### src/rtl/i2s_adc_receiver.sv
// I2S capture for the WM8731 ADC path: codec-mastered BCLK/LRCK are oversampled in the Clk
// domain, each channel word is shifted in MSB first, and L/R pairs go out over valid/ready.
module i2s_adc_receiver #(
  parameter int DATA_WIDTH  = 16,
  parameter int SYNC_STAGES = 2
) (
  input  logic                  Clk,
  input  logic                  Reset_n,
  input  logic                  enable,
  input  logic                  AUD_BCLK,
  input  logic                  AUD_ADCLRCK,
  input  logic                  AUD_ADCDAT,
  output logic [DATA_WIDTH-1:0] left_sample,
  output logic [DATA_WIDTH-1:0] right_sample,
  output logic                  sample_valid,
  input  logic                  sample_ready,
  output logic                  overrun,
  output logic                  frame_err,
  input  logic                  clear_flags
);

  localparam int CNT_W = (DATA_WIDTH > 1) ? $clog2(DATA_WIDTH) : 1;

  typedef enum logic [1:0] {S_IDLE, S_SHIFT, S_WAIT} state_t;

  state_t                  state, state_d;
  logic [SYNC_STAGES-1:0]  bclk_sync, lrck_sync, dat_sync;
  logic                    bclk_s, lrck_s, dat_s;
  logic                    bclk_q, lrck_prev;
  logic                    bclk_rise, lr_chg;
  logic [CNT_W-1:0]        cnt;
  logic                    ch;
  logic                    left_ok;
  logic                    pair_done;
  logic [DATA_WIDTH-1:0]   shift_reg, shift_next;
  logic [DATA_WIDTH-1:0]   left_buf, right_buf;
  logic                    start_word, shift_en, word_done, frame_abort;
  logic                    ovr_set;

  assign bclk_s     = bclk_sync[SYNC_STAGES-1];
  assign lrck_s     = lrck_sync[SYNC_STAGES-1];
  assign dat_s      = dat_sync[SYNC_STAGES-1];
  assign bclk_rise  = bclk_s & ~bclk_q;
  assign lr_chg     = lrck_s ^ lrck_prev;
  assign shift_next = {shift_reg[DATA_WIDTH-2:0], dat_s};
  assign ovr_set    = pair_done & sample_valid & ~sample_ready;

  // All three pins share the same synchroniser depth so data and LRCK line up with bclk_rise.
  always_ff @(posedge Clk or negedge Reset_n) begin
    if (!Reset_n) begin
      bclk_sync <= '0;
      lrck_sync <= '0;
      dat_sync  <= '0;
      bclk_q    <= 1'b0;
      lrck_prev <= 1'b0;
    end else begin
      bclk_sync <= {bclk_sync[SYNC_STAGES-2:0], AUD_BCLK};
      lrck_sync <= {lrck_sync[SYNC_STAGES-2:0], AUD_ADCLRCK};
      dat_sync  <= {dat_sync[SYNC_STAGES-2:0], AUD_ADCDAT};
      bclk_q    <= bclk_s;
      if (bclk_rise) lrck_prev <= lrck_s;
    end
  end

  always_ff @(posedge Clk or negedge Reset_n) begin
    if (!Reset_n) state <= S_IDLE;
    else          state <= state_d;
  end

  // The bit on which LRCK changes is the I2S delay slot, so it only starts a word.
  always_comb begin
    state_d     = state;
    start_word  = 1'b0;
    shift_en    = 1'b0;
    word_done   = 1'b0;
    frame_abort = 1'b0;
    if (!enable) begin
      state_d = S_IDLE;
    end else if (bclk_rise) begin
      case (state)
        S_IDLE: begin
          if (lr_chg && !lrck_s) begin
            state_d    = S_SHIFT;
            start_word = 1'b1;
          end
        end
        S_SHIFT: begin
          if (lr_chg) begin
            frame_abort = 1'b1;
            if (!lrck_s) begin
              state_d    = S_SHIFT;
              start_word = 1'b1;
            end else begin
              state_d = S_IDLE;
            end
          end else begin
            shift_en = 1'b1;
            if (cnt == CNT_W'(DATA_WIDTH - 1)) begin
              word_done = 1'b1;
              state_d   = S_WAIT;
            end
          end
        end
        S_WAIT: begin
          if (lr_chg) begin
            state_d    = S_SHIFT;
            start_word = 1'b1;
          end
        end
        default: state_d = S_IDLE;
      endcase
    end
  end

  always_ff @(posedge Clk or negedge Reset_n) begin
    if (!Reset_n) begin
      cnt       <= '0;
      ch        <= 1'b0;
      shift_reg <= '0;
      left_buf  <= '0;
      right_buf <= '0;
      left_ok   <= 1'b0;
      pair_done <= 1'b0;
    end else begin
      pair_done <= 1'b0;
      if (start_word) begin
        cnt <= '0;
        ch  <= lrck_s;
      end
      if (shift_en) begin
        shift_reg <= shift_next;
        cnt       <= cnt + CNT_W'(1);
      end
      if (word_done) begin
        if (!ch) begin
          left_buf <= shift_next;
          left_ok  <= 1'b1;
        end else begin
          right_buf <= shift_next;
          if (left_ok) begin
            pair_done <= 1'b1;
            left_ok   <= 1'b0;
          end
        end
      end
      if (frame_abort || !enable) left_ok <= 1'b0;
    end
  end

  // One-deep holding register; a consumer taking the old pair makes room in the same cycle.
  always_ff @(posedge Clk or negedge Reset_n) begin
    if (!Reset_n) begin
      left_sample  <= '0;
      right_sample <= '0;
      sample_valid <= 1'b0;
      overrun      <= 1'b0;
      frame_err    <= 1'b0;
    end else begin
      if (pair_done) begin
        if (!sample_valid || sample_ready) begin
          left_sample  <= left_buf;
          right_sample <= right_buf;
          sample_valid <= 1'b1;
        end
      end else if (sample_valid && sample_ready) begin
        sample_valid <= 1'b0;
      end
      overrun   <= (overrun & ~clear_flags) | ovr_set;
      frame_err <= (frame_err & ~clear_flags) | frame_abort;
    end
  end

endmodule

### config.mk
export PLATFORM = sky130hd
export DESIGN_NAME = i2s_adc_receiver
export DESIGN_NICKNAME = d
export VERILOG_FILES = /design/src/rtl/i2s_adc_receiver.sv
export SDC_FILE = /design/constraint.sdc
export NUM_CORES = 1
export LEC_CHECK = 0
export ABC_AREA = 1
export BUFFER_PORTS_ARGS = -buffer_cell sky130_fd_sc_hd__buf_2
export CAP_MARGIN = 20
export CELL_PAD_IN_SITES_DETAIL_PLACEMENT = 1
export CELL_PAD_IN_SITES_GLOBAL_PLACEMENT = 2
export CORE_ASPECT_RATIO = 1.1
export CORE_MARGIN = 2
export CORE_UTILIZATION = 25
export CTS_CLUSTER_SIZE = 12
export DETAILED_ROUTE_END_ITERATION = 10
export PLACE_DENSITY_LB_ADDON = 0.05
export SETUP_SLACK_MARGIN = 0.15
export SYNTH_ARGS = -nofsm -noshare
export SYNTH_HDL_FRONTEND = slang
export SYNTH_SLANG_ARGS = --single-unit
### constraint.sdc
create_clock -name Clk -period 1.8 [get_ports Clk]
set_clock_uncertainty 0.1 [all_clocks]
set_input_delay 0.27 -clock Clk [delete_from_list [all_inputs] [get_ports Clk]]
set_output_delay 0.27 -clock Clk [all_outputs]
set_load 0.02 [all_outputs]
# Word level (Yosys, flattened, before mapping)

Index checks and enable logic that the tools add are counted.

Register bits: 99

Add/sub/neg operators: 1
Eq/ne operators: 8
Multiplexer cells: 38
Bitwise operators: 12
Reduce and logical (&&, ||, !) cells: 16

Operator list:

| operator            | number |
|---|---|
| $mux 1              | 28 |
| $mux 2              | 6 |
| $mux 4              | 2 |
| $reduce_and 2->1    | 4 |
| $ne 3x3->1 const B  | 2 |
| $pmux 2 s3          | 1 |
| $reduce_bool 2->1   | 3 |
| $and 1x1->1         | 5 |
| $add 4x1->4 const B | 1 |
| $eq 4x4->1 const B  | 1 |
| $ne 2x1->1 const B  | 2 |
| $ne 4x4->1 const B  | 1 |
| $not 1->1           | 4 |
| $reduce_and 4->1    | 1 |
| $logic_not 1->1     | 3 |
| $pmux 1 s3          | 1 |
| $eq 2x1->1 const B  | 1 |
| $eq 2x2->1 const B  | 1 |
| $logic_and 1x1->1   | 2 |
| $logic_not 2->1     | 1 |
| $logic_or 1x1->1    | 2 |
| $or 1x1->1          | 2 |
| $xor 1x1->1         | 1 |

# Depth between registers and ports, before layout

Gate-level depths: netlist (run 1).

Word-level depth: 8
Mapped depth: 9
Mapped depth without buffers: 9

# Worst setup path after synthesis (run 1)

OpenSTA, ideal clock, no wires.

Path kind: flip-flop to flip-flop
Start: register lrck_prev
End: register left_buf[10]
Arrival: 1.400 ns
Required time: 1.635 ns
Setup slack: 0.235 ns
Cell stages (with the launch flop): 9
Clock period less this slack: 1.565 ns
Cell sequence: dfrtp_1 > ha_1 > nand2_4 > nor2_8 > nand3_4 > nor2_4 > buf_6 > nand2_1 > nand2_1

Word-level cells in the longest chain between the ends: 6

Ends and longest elaborated chain:

| what                       | line | text |
|---|---|---|
| from (decl)                | 29   | `logic bclk_q, lrck_prev;` |
| from (signal assigned)     | 61   | `if (bclk_rise) lrck_prev <= lrck_s;` |
| $xor 1x1->1                | 44   | `assign lr_chg = lrck_s ^ lrck_prev;` |
| $mux 1                     | 88   | `if (lr_chg) begin` |
| $mux 1                     | 80   | `case (state)` |
| $mux 1                     | 79   | `end else if (bclk_rise) begin` |
| $mux 1                     | 77   | `if (!enable) begin` |
| $reduce_and 2->1 (no line) | n/a  |  |
| to (signal assigned)       | 136  | `left_buf <= shift_next;` |
| to (decl)                  | 36   | `logic [DATA_WIDTH-1:0] left_buf, right_buf;` |

Every way passes these cells.
A chain may end at the register's enable or synchronous reset.

# Final worst setup path (run 1)

Start: register lrck_prev
End: register left_buf[4]

Same word-level chain as after synthesis.

==> results of run 1 <==
-- critical path, stage by stage, from the launching register on --
cell	delay [ns]
dfrtp_1	0.40
ha_4	0.30
nand2_4	0.08
nor2_8	0.15
nand3_4	0.10
nor2_4	0.11
buf_12	0.15
nand2_1	0.08
nand2_1	0.06
-- placed cells by master (no fill, tap or decap), drive strengths merged --
| cell type | instances |
|---|---|
| nand2 | 109 |
| a21oi | 1 |
| clkinv | 3 |
| or2 | 2 |
| mux2 | 32 |
| buf | 58 |
| nand3 | 11 |
| inv | 32 |
| o21ai | 35 |
| ha | 2 |
| o22ai | 1 |
| nand4 | 3 |
| dlygate4sd3 | 4 |
| clkbuf | 12 |
| dfrtp | 99 |
| nor2 | 16 |
| bufinv | 1 |
-- synth_stat cells, types with 2 or more instances --
| cell type | n | area, um^2 |
|---|---|---|
| nor2_4 | 3 | 33.8 |
| o21ai_0 | 4 | 20.0 |
| o21ai_1 | 31 | 155 |
| mux2_2 | 32 | 360 |
| nand3_1 | 9 | 45.0 |
| nand4_1 | 2 | 12.5 |
| inv_1 | 31 | 116 |
| buf_2 | 10 | 50.1 |
| dfrtp_1 | 99 | 2480 |
| nand2_1 | 107 | 402 |
| nor2_1 | 11 | 41.3 |
| ha_1 | 2 | 25.0 |
-- cell families after synthesis --
family | Yosys count | synth area share (%)
and+or+nand+nor | 141 | 16.5
buffers and inverters | 43 | 4.69
muxes | 32 | 9.31
AOI/OAI and AO/OA | 37 | 4.82
DFF | 99 | 64.0
adders and majority gates | 2 | 0.647
-- through the flow --
stage,hold slack (ns),area [um^2]
after floorplan,-0.126,3870
after global placement,0.133,4460
after detailed placement,0.135,4460
after CTS,0.0207,4820
after global routing,0.0220,4850
final,0.0372,4850
-- power by group --
group | internal [mW] | switching, mW | total [mW]
logic | 0.141 | 0.207 | 0.348
clock network | 1.15 | 0.848 | 2.00
registers | 2.30 | 0.0683 | 2.37
total | 3.59 | 1.12 | 4.72
-- what timing repair did --
item / 4_1_cts / 5_1_grt
endpoints found under the hold margin: 28 / 0
setup buffers: 0 / 4
hold buffers: 4 / 0
endpoints found under the setup margin: 43 / 36
pin swaps: 1 / 1
resized for setup: 2 / 2
-- metal layers --
metal  vias to the layer above  global-route usage [%]
li1                       1261                       -
met1                      1252                    15.4
met2                        32                    16.9
met3                        14                    3.04
met4                         0                    4.60
met5                         -                       0
-- worst max-delay path by stage --
stage,depth (start not counted),to,start,slack (ns)
global route,7,right_buf[7],cnt[0],0.08
detailed placement,7,shift_reg[13],lrck_prev,0.10
finish,8,left_buf[4],lrck_prev,0.19
global placement,8,shift_reg[0],lrck_sync[1],0.13
floorplan,8,left_buf[10],lrck_prev,0.23
CTS,8,left_buf[4],lrck_prev,0.17
-- layout make-up --
type | count | area share, %
clock inverters | 4 | 1.01
clock buffers | 12 | 5.28
flip-flops and latches | 99 | 51.0
inverters | 32 | 2.47
multi-input cells | 212 | 25.4
repair buffers | 62 | 9.74
well taps | 196 | 5.05
==> metrics, run 1 <==
run status=completed; clk buf depth=2; core area=15100 um^2; Post-synth EDFFs=0; Async SR Flop Fraction=100%; Final WS setup=0.192 ns; Final min period=about 1.6 ns; Synth Instances=354; Rows=47; metal2 WL=between 3 and 4 mm; setup slack at placement=~0.10 ns; I/O pin count=between 40 and 50; drt drc=0; Synth Warn #=0; layout cells sized above 1=around 29%; worst-path fanout max=16; Final TNS setup=0 ns; diode count=0; hold path endpoint=frame_err; data required time of the worst path=between 1.5 and 2 ns; top sig layer=met4; drt via density=4.15; R2R setup slack=between 0.15 and 0.2 ns; effective utilization at floorplan=between 20 and 30%; H-tree levels=3; Critical Path AT=1.79 ns; die area=~16000 um^2; reg2reg start=lrck_prev; final wirelength=between 8 and 9 mm; met1 wire length=roughly 4.2 mm; initial drt markers=between 90 and 100; critical path capture point type=flop; wire per inst=13.6 um; Die Width=between 100 and 150 um; max-slew violation count=0; Leak=roughly 2.5 nW; clock-pin slew on the worst setup and hold paths=about 0.07 ns; R2R cell count=8; Post-Syn Nets=about 360; RSZ-0062 raised after global routing=true; worst slew pin tran=0.401 ns; First-pass DRT Iterations=4; FF/Latch Area=~2500 um^2; area grow syn2layout=25.4%; syn avg cell area=roughly 11 um^2; global router's overall resource usage=between 10 and 15%; Mapped Area=3870 um^2; antenna violations before repair=0; Root Driver=clkbuf_16; routed wl met3=~260 um; final setup vio count=0; dpl hpwl=roughly 5.7 mm; final antenna-violating net count=0; Placer Congestion=between 0.6 and 0.7; fin util=roughly a third; Power, Total=4.72 mW; Sink Count=99; Hold WC Path Type=in -> reg; placed cells=between 500 and 600; cts bufs inserted=9; non-filler cells in the finished layout=slightly above 600; sequential share of the synthesized area=64.0%; first-pass GRT wire length=approximately 14 mm; Multi-input gate area=1230 um^2; Slew headroom=between 70% and 80%; Synth cell types=25; Crit Path Class=reg -> reg; worst skew pair latency=~0.35 ns; VDD IR-drop max=~0.00047 V; pwr/cell area=about 970 nW/um^2; Fillers=approximately 1700; hold wc startpoint=clear_flags; Nets=~430; Final Cycle Share=~89%; total number of vias=about 2600; CTS tree=done; Critical Path Source Type=flop; final-report hold violation count=0; vias in the first global route=roughly 2700; fmax=between 600 and 700 MHz; R2R Path End=left_buf[4]; Hold Path Stages=2; Seq cells post-synth=99; largest net degree at the start of global routing=between 40 and 50; Die H=between 100 and 150 um; commonest register cell after synthesis=dfrtp_1; max cap viols=0; GR Overflow Total=0; Buffers on Ports=42
Note: power is estimated with default switching activity, not from simulation.
==> inputs of run 2 (changes only) <==
CORE_MARGIN = not set   (was 2)
==> run 2 against run 1 <==
  * Wire length decreased by 0.49%
  * Register-to-register slack about the same
  * Total power increased by 2.1%
  * First-iteration DRC count increased by 6.5%
  * Sequential power about the same
  * Non-clock buffer count decreased by 1
  * Final cell count decreased by 0.16%
  * Die area decreased by 3.1%
  * Count of clock-buffer cells in the layout decreased by 2
  * Worst hold slack got worse by 0.0055 ns
  * Global-route usage increased by 0.37 points
  * Largest power group unchanged
  * Highest routed layer unchanged
==> metrics, run 2 (same netlist as run 1, synthesis figures left out) <==
most common cell after layout, fill and taps aside=nand2_1 (unchanged); Leak=2.51 nW (about the same); core area=15100 um^2 (unchanged); total number of vias=2585 (was 2559); pwr/cell area=985 nW/um^2 (was 971 nW/um^2); Placer Congestion=0.733 (was 0.668); Power, Total=4.82 mW (was 4.72 mW); Crit Path Class=reg -> reg (unchanged); power share of the combinational group=6.9% (was 7.4%); reg2reg start=lrck_prev (unchanged); setup slack at placement=0.107 ns (was 0.100 ns); Slew headroom=69.5% (was 73.3%); most frequent cells in the layout=nand2_1 (107), dfrtp_1 (99), buf_2 (41), mux2_2 (32), o21ai_1 (31) (was nand2_1 (107), dfrtp_1 (99), buf_2 (41), mux2_2 (32)); R2R setup slack=0.18 ns (was 0.19 ns); Final WS setup=0.179 ns (was 0.192 ns); CTS tree=done (unchanged); data required time of the worst path=1.93 ns (was 1.99 ns); worst slew pin tran=0.458 ns (was 0.401 ns); metal2 WL=3.76 mm (was 3.78 mm); cts bufs inserted=9 (unchanged); crit path cell chain=ha_4 > nand2_4 > nor2_8 > nand4_4 > buf_12 > nand2_1 > o21ai_1 (was ha_4 > nand2_4 > nor2_8 > nand3_4 > nor2_4 > buf_12 > nand2_1 > nand2_1); global router's overall resource usage=11.7% (was 11.3%); initial drt markers=98 (was 92); Multi-input gate area=1240 um^2 (was 1230 um^2); layout cells sized above 1=28.3% (was 28.5%); Fillers=1670 (was 1715); max-slew violation count=0 (unchanged); CP Buf/Inv Count=1 (unchanged); Net Sw Power=1.13 mW (was 1.12 mW); vias in the first global route=2660 (was 2720); largest net degree at the start of global routing=37 (was 41); wire per inst=13.6 um (about the same); clock-pin slew on the worst setup and hold paths=0.07 ns (about the same); Hold Path Stages=2 (unchanged); Rows=47 (unchanged); Nets=425 (was 426); Switching Share=23.6% (was 23.8%); Critical Path Source Type=flop (unchanged); antenna violations before repair=0 (unchanged); die area=16000 um^2 (was 16500 um^2); fmax=617 MHz (was 622 MHz); clock share of power=43.9% (was 42.4%); first-pass GRT wire length=14.3 mm (was 14.1 mm); top sig layer=met4 (unchanged); area grow syn2layout=26.3% (was 25.4%); Worst path slowest cell=dfrtp_1 (unchanged); Die Width=121 um (was 123 um); Buffers on Ports=42 (unchanged); Top delay family on crit path=simple AND/OR/NAND/NOR gates (unchanged); H-tree levels=3 (unchanged); Final Cycle Share=90.0% (was 89.3%); I/O pin count=43 (unchanged); worst-path fanout max=18 (was 16); final antenna-violating net count=0 (unchanged); drt drc=0 (unchanged); final wirelength=8.38 mm (was 8.42 mm); clk buf depth=2 (unchanged); Final min period=1.62 ns (was 1.61 ns); effective utilization at floorplan=25.6% (unchanged); VDD IR-drop max=0.000346 V (was 0.000470 V); drt via density=4.20 (was 4.15); Reg power frac=49.2% (was 50.2%); hold wc startpoint=clear_flags (unchanged); run status=completed (unchanged); diode count=0 (unchanged); GR Overflow Total=0 (unchanged); met1 wire length=4.19 mm (was 4.24 mm); Final TNS setup=0 ns (unchanged); Int Power=3.68 mW (was 3.59 mW); Critical Path AT=1.75 ns (was 1.79 ns); routed wl met3=202 um (was 258 um); critical path capture point type=flop (unchanged); R2R Path End=right_buf[11] (was left_buf[4]); max cap viols=0 (unchanged); Sink Count=99 (unchanged); RSZ-0062 raised after global routing=true (unchanged); FF/Latch Area=2480 um^2 (unchanged); worst skew pair latency=0.35 ns (about the same); R2R cell count=7 (was 8); Die H=132 um (was 134 um); Hold WC Path Type=in -> reg (unchanged); final-report hold violation count=0 (unchanged); hold path endpoint=frame_err (unchanged); CP max stage delay=0.41 ns (was 0.40 ns); dpl hpwl=5.69 mm (was 5.70 mm); First-pass DRT Iterations=4 (unchanged); final setup vio count=0 (unchanged); Root Driver=clkbuf_16 (unchanged)
run 2: routing by layer:
layer  global-route usage, %  vias up
met1                    15.7     1281
met5                       0        -
li1                        -     1259
met2                    17.4       34
met4                    6.79        0
met3                    2.33       11
run 2: timing repair:
item | CTS | global route
gates resized for setup | 1 | 6
setup endpoints to repair | 39 | 51
setup buffers | 0 | 3
endpoints found under the hold margin | 32 | 0
gates cloned | 0 | 1
hold buffers | 4 | 0
pin swaps | 0 | 2
run 2: layout make-up:
type	count	area share, %
timing repair buffer	61	9.88
clock inverter	6	1.77
clock buffer	10	4.89
inverter	32	2.46
sequential	99	50.7
tap	196	5.02
multi-input combinational	212	25.3
run 2: power by group through the flow:
stage | combinational (mW) | sequential [mW] | clock [mW]
global placement | 0.301 | 2.41 | 0
finish | 0.334 | 2.37 | 2.11
detailed placement | 0.302 | 2.41 | 0
global route | 0.385 | 2.38 | 2.28
floorplan | 0.181 | 2.40 | 0
CTS | 0.315 | 2.37 | 2.21
run 2: metrics by stage:
step | instances | hold slack [ns] | cell area, um^2 | utilization [%]
after floorplan | 354 | -0.126 | 3870 | -
after global placement | 592 | 0.149 | 4440 | 29.4
after detailed placement | 592 | 0.152 | 4440 | 29.4
after CTS | 612 | 0.0138 | 4810 | 31.9
after global routing | 616 | 0.0217 | 4890 | 32.3
final | 616 | 0.0317 | 4890 | 32.3
run 2: how the worst max path moves through the flow:
stage                    from             to  slack [ns]  cells past startpoint
floorplan           lrck_prev   left_buf[10]        0.23                      8
global placement    lrck_prev   right_buf[3]        0.15                      7
detailed placement  lrck_prev   right_buf[2]        0.11                      7
CTS                    cnt[0]   right_buf[3]        0.16                      7
global route        lrck_prev  right_buf[14]        0.08                      7
finish              lrck_prev  right_buf[11]        0.18                      7
run 2: worst register-to-register path, delay by kind of cell (launching register included):
kind | cells | cell delay, ns
compound gates | 1 | 0.06
fa+ha+maj | 1 | 0.30
buf+inv | 1 | 0.19
flops | 1 | 0.41
simple gates | 4 | 0.45
